$ cat config.mk
export PLATFORM = sky130hd
export DESIGN_NAME = key_debounce_pulse_flat
export DESIGN_NICKNAME = d
export VERILOG_FILES = /design/src/rtl/key_debounce_pulse_pkg.sv /design/src/rtl/key_debounce_pulse_if.sv /design/src/rtl/key_debounce_pulse_cell.sv /design/src/rtl/key_debounce_pulse.sv /design/src/flat_wrapper.sv
export SDC_FILE = /design/constraint.sdc
export NUM_CORES = 1
export LEC_CHECK = 0
export ABC_AREA = 1
export CAP_MARGIN = 20
export CORE_ASPECT_RATIO = 1.5
export CORE_MARGIN = 2
export CORE_UTILIZATION = 55
export CTS_BUF_LIST = sky130_fd_sc_hd__clkbuf_8
export CTS_CLUSTER_DIAMETER = 40
export DETAILED_ROUTE_END_ITERATION = 6
export HOLD_SLACK_MARGIN = 0.15
export MAX_ROUTING_LAYER = met4
export PLACE_DENSITY = 0.76
export RECOVER_POWER = 100
export SETUP_SLACK_MARGIN = 0.02
export SYNTH_ARGS = -nofsm -noshare
export SYNTH_HDL_FRONTEND = slang
export SYNTH_SLANG_ARGS = --single-unit
$ cat constraint.sdc
create_clock -name clk -period 1.4 [get_ports clk]
set_input_delay 0.14 -clock clk [delete_from_list [all_inputs] [get_ports clk]]
set_output_delay 0.14 -clock clk [all_outputs]
set_load 0.02 [all_outputs]
$ cat src/rtl/key_debounce_pulse_pkg.sv
// key_debounce_pulse_pkg: shared vending-machine defaults and debounce cycle math
package key_debounce_pulse_pkg;
   localparam int CLK_HZ_DEFAULT      = 50_000_000;
   localparam int DEBOUNCE_MS_DEFAULT = 20;
   localparam int NUM_COIN_KEYS       = 2;
   function automatic int db_cycles(input int clk_hz, input int debounce_ms);
      return clk_hz / 1000 * debounce_ms;
   endfunction
endpackage

$ cat src/rtl/key_debounce_pulse_if.sv
// key_debounce_pulse_if: raw coin keys in, debounced level and press strobe out
interface key_debounce_pulse_if #(parameter int NUM_KEYS = 2);
   logic [NUM_KEYS-1:0] key_in;
   logic [NUM_KEYS-1:0] key_level;
   logic [NUM_KEYS-1:0] key_pulse;
   modport master (output key_in, input key_level, key_pulse);
   modport slave (input key_in, output key_level, key_pulse);
endinterface

$ cat src/rtl/key_debounce_pulse_cell.sv
// key_debounce_pulse_cell: one key - synchroniser, stability counter, level and press pulse
module key_debounce_pulse_cell #(
   parameter int DB_CYCLES = 4
) (
   input  logic clk,
   input  logic rst,
   input  logic key_raw,
   output logic level,
   output logic pulse
);
   localparam int CW = $clog2(DB_CYCLES);
   localparam logic [CW-1:0] LAST = CW'(DB_CYCLES - 1);
   // synchroniser keeps raw (active-low) polarity, so all-ones means released
   logic [1:0]    sync;
   logic [CW-1:0] cnt;
   logic          smp;
   logic          hit;
   assign smp = ~sync[1];
   assign hit = cnt == LAST;
   always_ff @(posedge clk) begin
      if (rst) begin
         sync  <= '1;
         cnt   <= '0;
         level <= 1'b0;
         pulse <= 1'b0;
      end else begin
         sync  <= {sync[0], key_raw};
         cnt   <= (smp == level || hit) ? '0 : cnt + 1'b1;
         level <= (smp != level && hit) ? smp : level;
         pulse <= smp & ~level & hit;
      end
   end
endmodule

$ cat src/rtl/key_debounce_pulse.sv
// key_debounce_pulse: debounces the coin push-buttons, one strobe per physical press
module key_debounce_pulse
   import key_debounce_pulse_pkg::*;
#(
   parameter int NUM_KEYS    = NUM_COIN_KEYS,
   parameter int CLK_HZ      = CLK_HZ_DEFAULT,
   parameter int DEBOUNCE_MS = DEBOUNCE_MS_DEFAULT
) (
   input logic clk,
   input logic rst,
   key_debounce_pulse_if.slave bus
);
   localparam int DB_CYCLES = db_cycles(CLK_HZ, DEBOUNCE_MS);
   if (DB_CYCLES < 2) begin : g_bad_cfg
      $error("key_debounce_pulse: DB_CYCLES must be at least 2");
   end
   for (genvar i = 0; i < NUM_KEYS; i++) begin : g_key
      key_debounce_pulse_cell #(.DB_CYCLES(DB_CYCLES)) u_cell (
         .clk     (clk),
         .rst     (rst),
         .key_raw (bus.key_in[i]),
         .level   (bus.key_level[i]),
         .pulse   (bus.key_pulse[i])
      );
   end
endmodule

$ cat src/flat_wrapper.sv
// flat-port wrapper written by rule: the top's interface ports become plain ports
module key_debounce_pulse_flat import key_debounce_pulse_pkg::*;
#(
   parameter int NUM_KEYS    = NUM_COIN_KEYS,
   parameter int CLK_HZ      = CLK_HZ_DEFAULT,
   parameter int DEBOUNCE_MS = DEBOUNCE_MS_DEFAULT
)
  (clk, rst, bus_key_in, bus_key_level, bus_key_pulse);
  key_debounce_pulse_if #(.NUM_KEYS(NUM_KEYS)) bus_i ();
  input logic clk;
  input logic rst;
  input wire logic [$bits(bus_i.key_in)-1:0] bus_key_in;
  output wire logic [$bits(bus_i.key_level)-1:0] bus_key_level;
  output wire logic [$bits(bus_i.key_pulse)-1:0] bus_key_pulse;
  assign bus_i.key_in = bus_key_in;
  assign bus_key_level = bus_i.key_level;
  assign bus_key_pulse = bus_i.key_pulse;
  key_debounce_pulse #(.NUM_KEYS(NUM_KEYS), .CLK_HZ(CLK_HZ), .DEBOUNCE_MS(DEBOUNCE_MS)) u_core (.clk(clk), .rst(rst), .bus(bus_i));
endmodule
* Word level (Yosys, flattened, before mapping)
Index checks and enable logic that the tools add are counted.
** Cells by class
- Add/sub/neg operators :: 2
- Eq/ne operators :: 6
- Bitwise gates (word level) :: 8
- Reductions and logical operators :: 6
** Operators by type and width (count)
- $add 20x1->20 const B :: 2
- $eq 20x20->1 const B :: 2
- $and 1x1->1 :: 4
- $not 1->1 :: 4
- $reduce_or 2->1 :: 2
- $eq 1x1->1 :: 2
- $logic_and 1x1->1 :: 2
- $logic_or 1x1->1 :: 2
- $ne 1x1->1 :: 2
** Storage, ports and cells
- Flip-flop bits (word level) :: 48
- Input bits :: 4
- Logic and storage cells :: 30

* Depth between registers and ports, before layout
- Depth after elaboration :: 4
- Gate-level depth with buffers :: 10

* Modules after synthesis
Synthesis repeated with hierarchy kept, for this count alone.
** Second synthesis, totals
- Cell total of the unflattened synthesis :: 354
- Area, all modules :: 2414.8 sq um
** By module, submodules not included
- key_debounce_pulse_cell :: instances 2, cells an instance 177, area an instance 1207.4 sq um

* Least setup slack after synthesis
Ideal clock, no wire load.
- Path type :: register to register
- From :: register u_core.g_key[0].u_cell.level
- To :: register u_core.g_key[0].u_cell.cnt[17]
- Setup time :: 0.064 ns
- Arrival :: 1.305 ns
- Required time :: 1.336 ns
- Setup slack :: 0.031 ns
- Cell stages (with the launch flop) :: 7
- Clock period less this slack :: 1.369 ns
- Cell sequence :: dfxtp_1 inv_1 ha_1 nor2_1 a21boi_1 nand2_1 nor2_1
** Between the ends
- Longest elaborated chain between the ends :: 3
** RTL lines
- from (decl) :: RTL line key_debounce_pulse_cell.sv:8 : output logic level,
- from (signal assigned) :: RTL line key_debounce_pulse_cell.sv:29 : level <= (smp != level && hit) ? smp : level;
- $eq 1x1->1 :: RTL line key_debounce_pulse_cell.sv:28 : cnt <= (smp == level || hit) ? '0 : cnt + 1'b1;
- $logic_or 1x1->1 :: RTL line key_debounce_pulse_cell.sv:28
- $reduce_or 2->1 (no source line)
- to (signal assigned) :: RTL line key_debounce_pulse_cell.sv:28
- to (decl) :: RTL line key_debounce_pulse_cell.sv:15 : logic [CW-1:0] cnt;
No other way between the ends.
A chain may end at the register's enable or synchronous reset.

* Worst setup path after layout
- From :: register u_core.g_key[1].u_cell.cnt[0]
- To :: register u_core.g_key[1].u_cell.cnt[4]
** Between the ends
- Longest elaborated chain between the ends :: 3
- Elaborated cells between the ends (all ways) :: 4
** RTL lines (RTL line)
- from (decl) :: key_debounce_pulse_cell.sv:15
- from (signal assigned) :: key_debounce_pulse_cell.sv:28
- branches (longest 3 deep; another with $add 20x1->20)
Several ways; the timed one is not identified.

==> results by group <==
Status
  – Outcome: complete, no violations

Clocking
  – Cts hold-fix bufs: 0
  – Clock Path Buffers: 2
  – Worst-Skew Late Latency: 0.30 ns
  – H-tree Lvls: 2
  – Clk sinks: 48
  – CTS tree: built
  – Clock-pin slew on the worst setup and hold paths: 0.09 ns
  – CTS buffer count: 5
  – Root Buffer: clkbuf_8

Drt
  – Final wirelength: 5440 µm
  – DRC violations left: 0
  – Post-DRT Antenna Nets: 0
  – Via count: 2197
  – First-pass DRT Iterations: 4
  – Via-per-instance ratio: 5.04
  – Routed len/inst: 12.5 µm
  – Initial DRC Count: 97

Synth
  – Post-Syn Nets: 356
  – Top cell type's share of synthesized area: 40.0%
  – Mapped Cells: 348
  – Synth top area cells: dfxtp_1, nand2_1, nor2_1, inv_1, xor2_1
  – Mapped Area: 0.00240 mm²
  – Netlist cell types: 25
  – Syn_area_per_cell: 6.90 µm²
  – Synth Warn #: 0
  – Register bit total from synthesis: 48
  – Sequential share of the synthesized area: 40.0%
  – Area leader, netlist: dfxtp_1

Die
  – Die ar.: 0.00492 mm²
  – Core Area: 0.00421 mm²
  – Vert. Die Dim: 84.9 µm
  – Die X: 57.9 µm
  – Initial Util: 57.0%
  – Top-Level Pins: 8
  – Rows: 29

Timing
  – RSZ-0062 raised after global routing: true
  – # setup viols final: 0
  – Layout Skew: 0.00726 ns
  – Hold Vio Cnt, Final: 0
  – Relative max-transition margin: 76.7%
  – Final min period: 1.38 ns
  – Final worst path period share: 98.3%
  – Crit path setup slack, layout: 0.0245 ns
  – Fmax: 727 MHz
  – WHS: 0.401 ns
  – Worst Max-Slew Pin Slew: 0.347 ns
  – Slew Limit Fails: 0

Global route
  – Initial antenna violation count: 0
  – Total track usage: 22.9%
  – Vias in the first global route: 2160
  – Largest net degree at the start of global routing: 21
  – Remaining Overflow, GRT: 0
  – First-pass GRT wire length: 8660 µm

Placement
  – Post-DP HPWL: 3610 µm
  – Gpl congestion: 0.855
  – Dpl ws: -0.0383 ns
  – Port-buffer cells: 7

Setup path
  – Worst Path Required: 1.60 ns
  – WP data arrival: 1.57 ns
  – Critical path type: reg2reg
  – Setup crit start kind: flop
  – CP max FO: 10
  – CP endpoint kind: flop

Cells and area
  – Final net count: 397
  – Diodes inserted: 0
  – Area Growth Syn to Fin: 27.9%
  – Layout cell share with drive strength beyond 1: 25.9%
  – Fin util: 73.0%

Power
  – Peak supply drop: 0.841 mV
  – Power per Cell Area: 788 mW/mm²
  – Leakage: 1.15 nW
  – Power Total: 2.42 mW

Worst hold path
  – Hold crit path type: in2reg

Run
  – Max Cap Viol: 0
[placed cells by master (no fill, tap or decap), drive strengths merged, types with 4 or more instances in the layout]
cell / netlist / final
nand2: 93 / 94
buf: 7 / 29
clkbuf: 0 / 10
nor3: 10 / 10
xnor2: 4 / 4
clkdlybuf4s50: 0 / 4
nand4: 9 / 9
nand3: 15 / 15
inv: 44 / 45
a21oi: 7 / 7
nor2: 81 / 81
dfxtp: 48 / 48
or2: 6 / 6
ha: 4 / 4
xor2: 14 / 14
[Yosys cell counts]
master,instances
a21oi_1,6
ha_1,4
nand2_4,1
buf_6,1
o21bai_1,2
o21ai_0,1
nand2_2,3
or2_2,6
nor3_2,1
nor3_1,9
nor2_2,8
dfxtp_1,48
xnor2_1,4
nor2_4,1
a21boi_1,1
nor2_1,72
buf_4,6
nand3b_1,2
a21oi_2,1
nand4_1,9
nand3_2,2
nand3_1,13
xor2_1,14
inv_1,44
nand2_1,89
[power by group]
part / switching (mW) / total [mW] / internal [mW]
clock network: 0.456 / 0.979 / 0.523
registers: 0.00360 / 1.37 / 1.37
logic: 0.0336 / 0.0678 / 0.0341
total: 0.493 / 2.42 / 1.93
[cells by family (layout without fill, tap and decap cells)]
group,count (synthesis),in the layout,share of synthesized area (%)
xor gates and xnor gates,18,18,6.57
DFF,48,48,40.0
adders and majority gates,4,4,2.08
and+or+nand+nor,216,217,39.3
AOI/OAI and AO/OA,11,11,2.76
buffers and inverters,51,92,9.22
[area by class of cell]
| class | count | area [µm²] |
|---|---|---|
| Clock buffer | 5 | 68.8 |
| Clock inverter | 3 | 38.8 |
| Fill cell | 318 | 1140 |
| Inverter | 44 | 168 |
| Multi-Input combinational cell | 250 | 1390 |
| Sequential cell | 48 | 981 |
| Tap cell | 46 | 57.6 |
| Timing Repair Buffer | 40 | 370 |
[stage by stage]
| step | setup TNS (ns) | instance area (µm²) | std cells |
|---|---|---|---|
| 6_report | 0 | 3070 | 436 |
| 4_1_cts | 0 | 2840 | 428 |
| 2_1_floorplan | 0 | 2400 | 348 |
| 3_3_place_gp | 0 | 2680 | 420 |
| 5_1_grt | -1.06 | 3070 | 436 |
| 3_5_place_dp | -0.156 | 2680 | 420 |
[sequential cells by signal, indices dropped and copies added (netlist names)]
| signal | cells |
|---|---|
| u_core.g_key.u_cell.cnt | 40 |
| u_core.g_key.u_cell.pulse | 2 |
| u_core.g_key.u_cell.level | 2 |
| u_core.g_key.u_cell.sync | 4 |
[routing by layer]
layer | GRT usage (%) | up-vias | wire, µm
met5 | - | - | 0
met4 | 9.30 | 0 | 183
met3 | 3.66 | 15 | 146
met2 | 43.9 | 37 | 3140
met1 | 21.7 | 1001 | 1970
li1 | - | 1144 | -
[path summary, 6_finish.rpt]
check | end | depth (start not counted) | slack [ns] | startpoint
worst max-delay path | u_core.g_key[1].u_cell.cnt[4] | 9 | 0.02 | u_core.g_key[1].u_cell.cnt[0]
worst min-delay path | u_core.g_key[0].u_cell.sync[0] | 2 | 0.40 | bus_key_in[0]
worst max register to register | u_core.g_key[1].u_cell.cnt[4] | 9 | 0.02 | u_core.g_key[1].u_cell.cnt[0]
worst min register to register | u_core.g_key[0].u_cell.sync[1] | 1 | 0.43 | u_core.g_key[0].u_cell.sync[0]
[timing repair]
action                                  in CTS  in global routing
cloned                                       0                  3
gates resized for setup                     14                 42
pin swaps                                    5                 13
buffers inserted                             0                  5
endpoints found under the setup margin      27                 43
[worst max-delay path, cell delays in order, from the launching register on]
cell and delay, ns:
dfxtp_2 0.36, ha_4 0.15, nand2_4 0.05, inv_1 0.09, nand2_2 0.08, nor2_2 0.12
nand2_2 0.09, nand2_4 0.12, clkbuf_16 0.17, nor2_1 0.04
No activity file was read; power rests on OpenSTA's default activity.
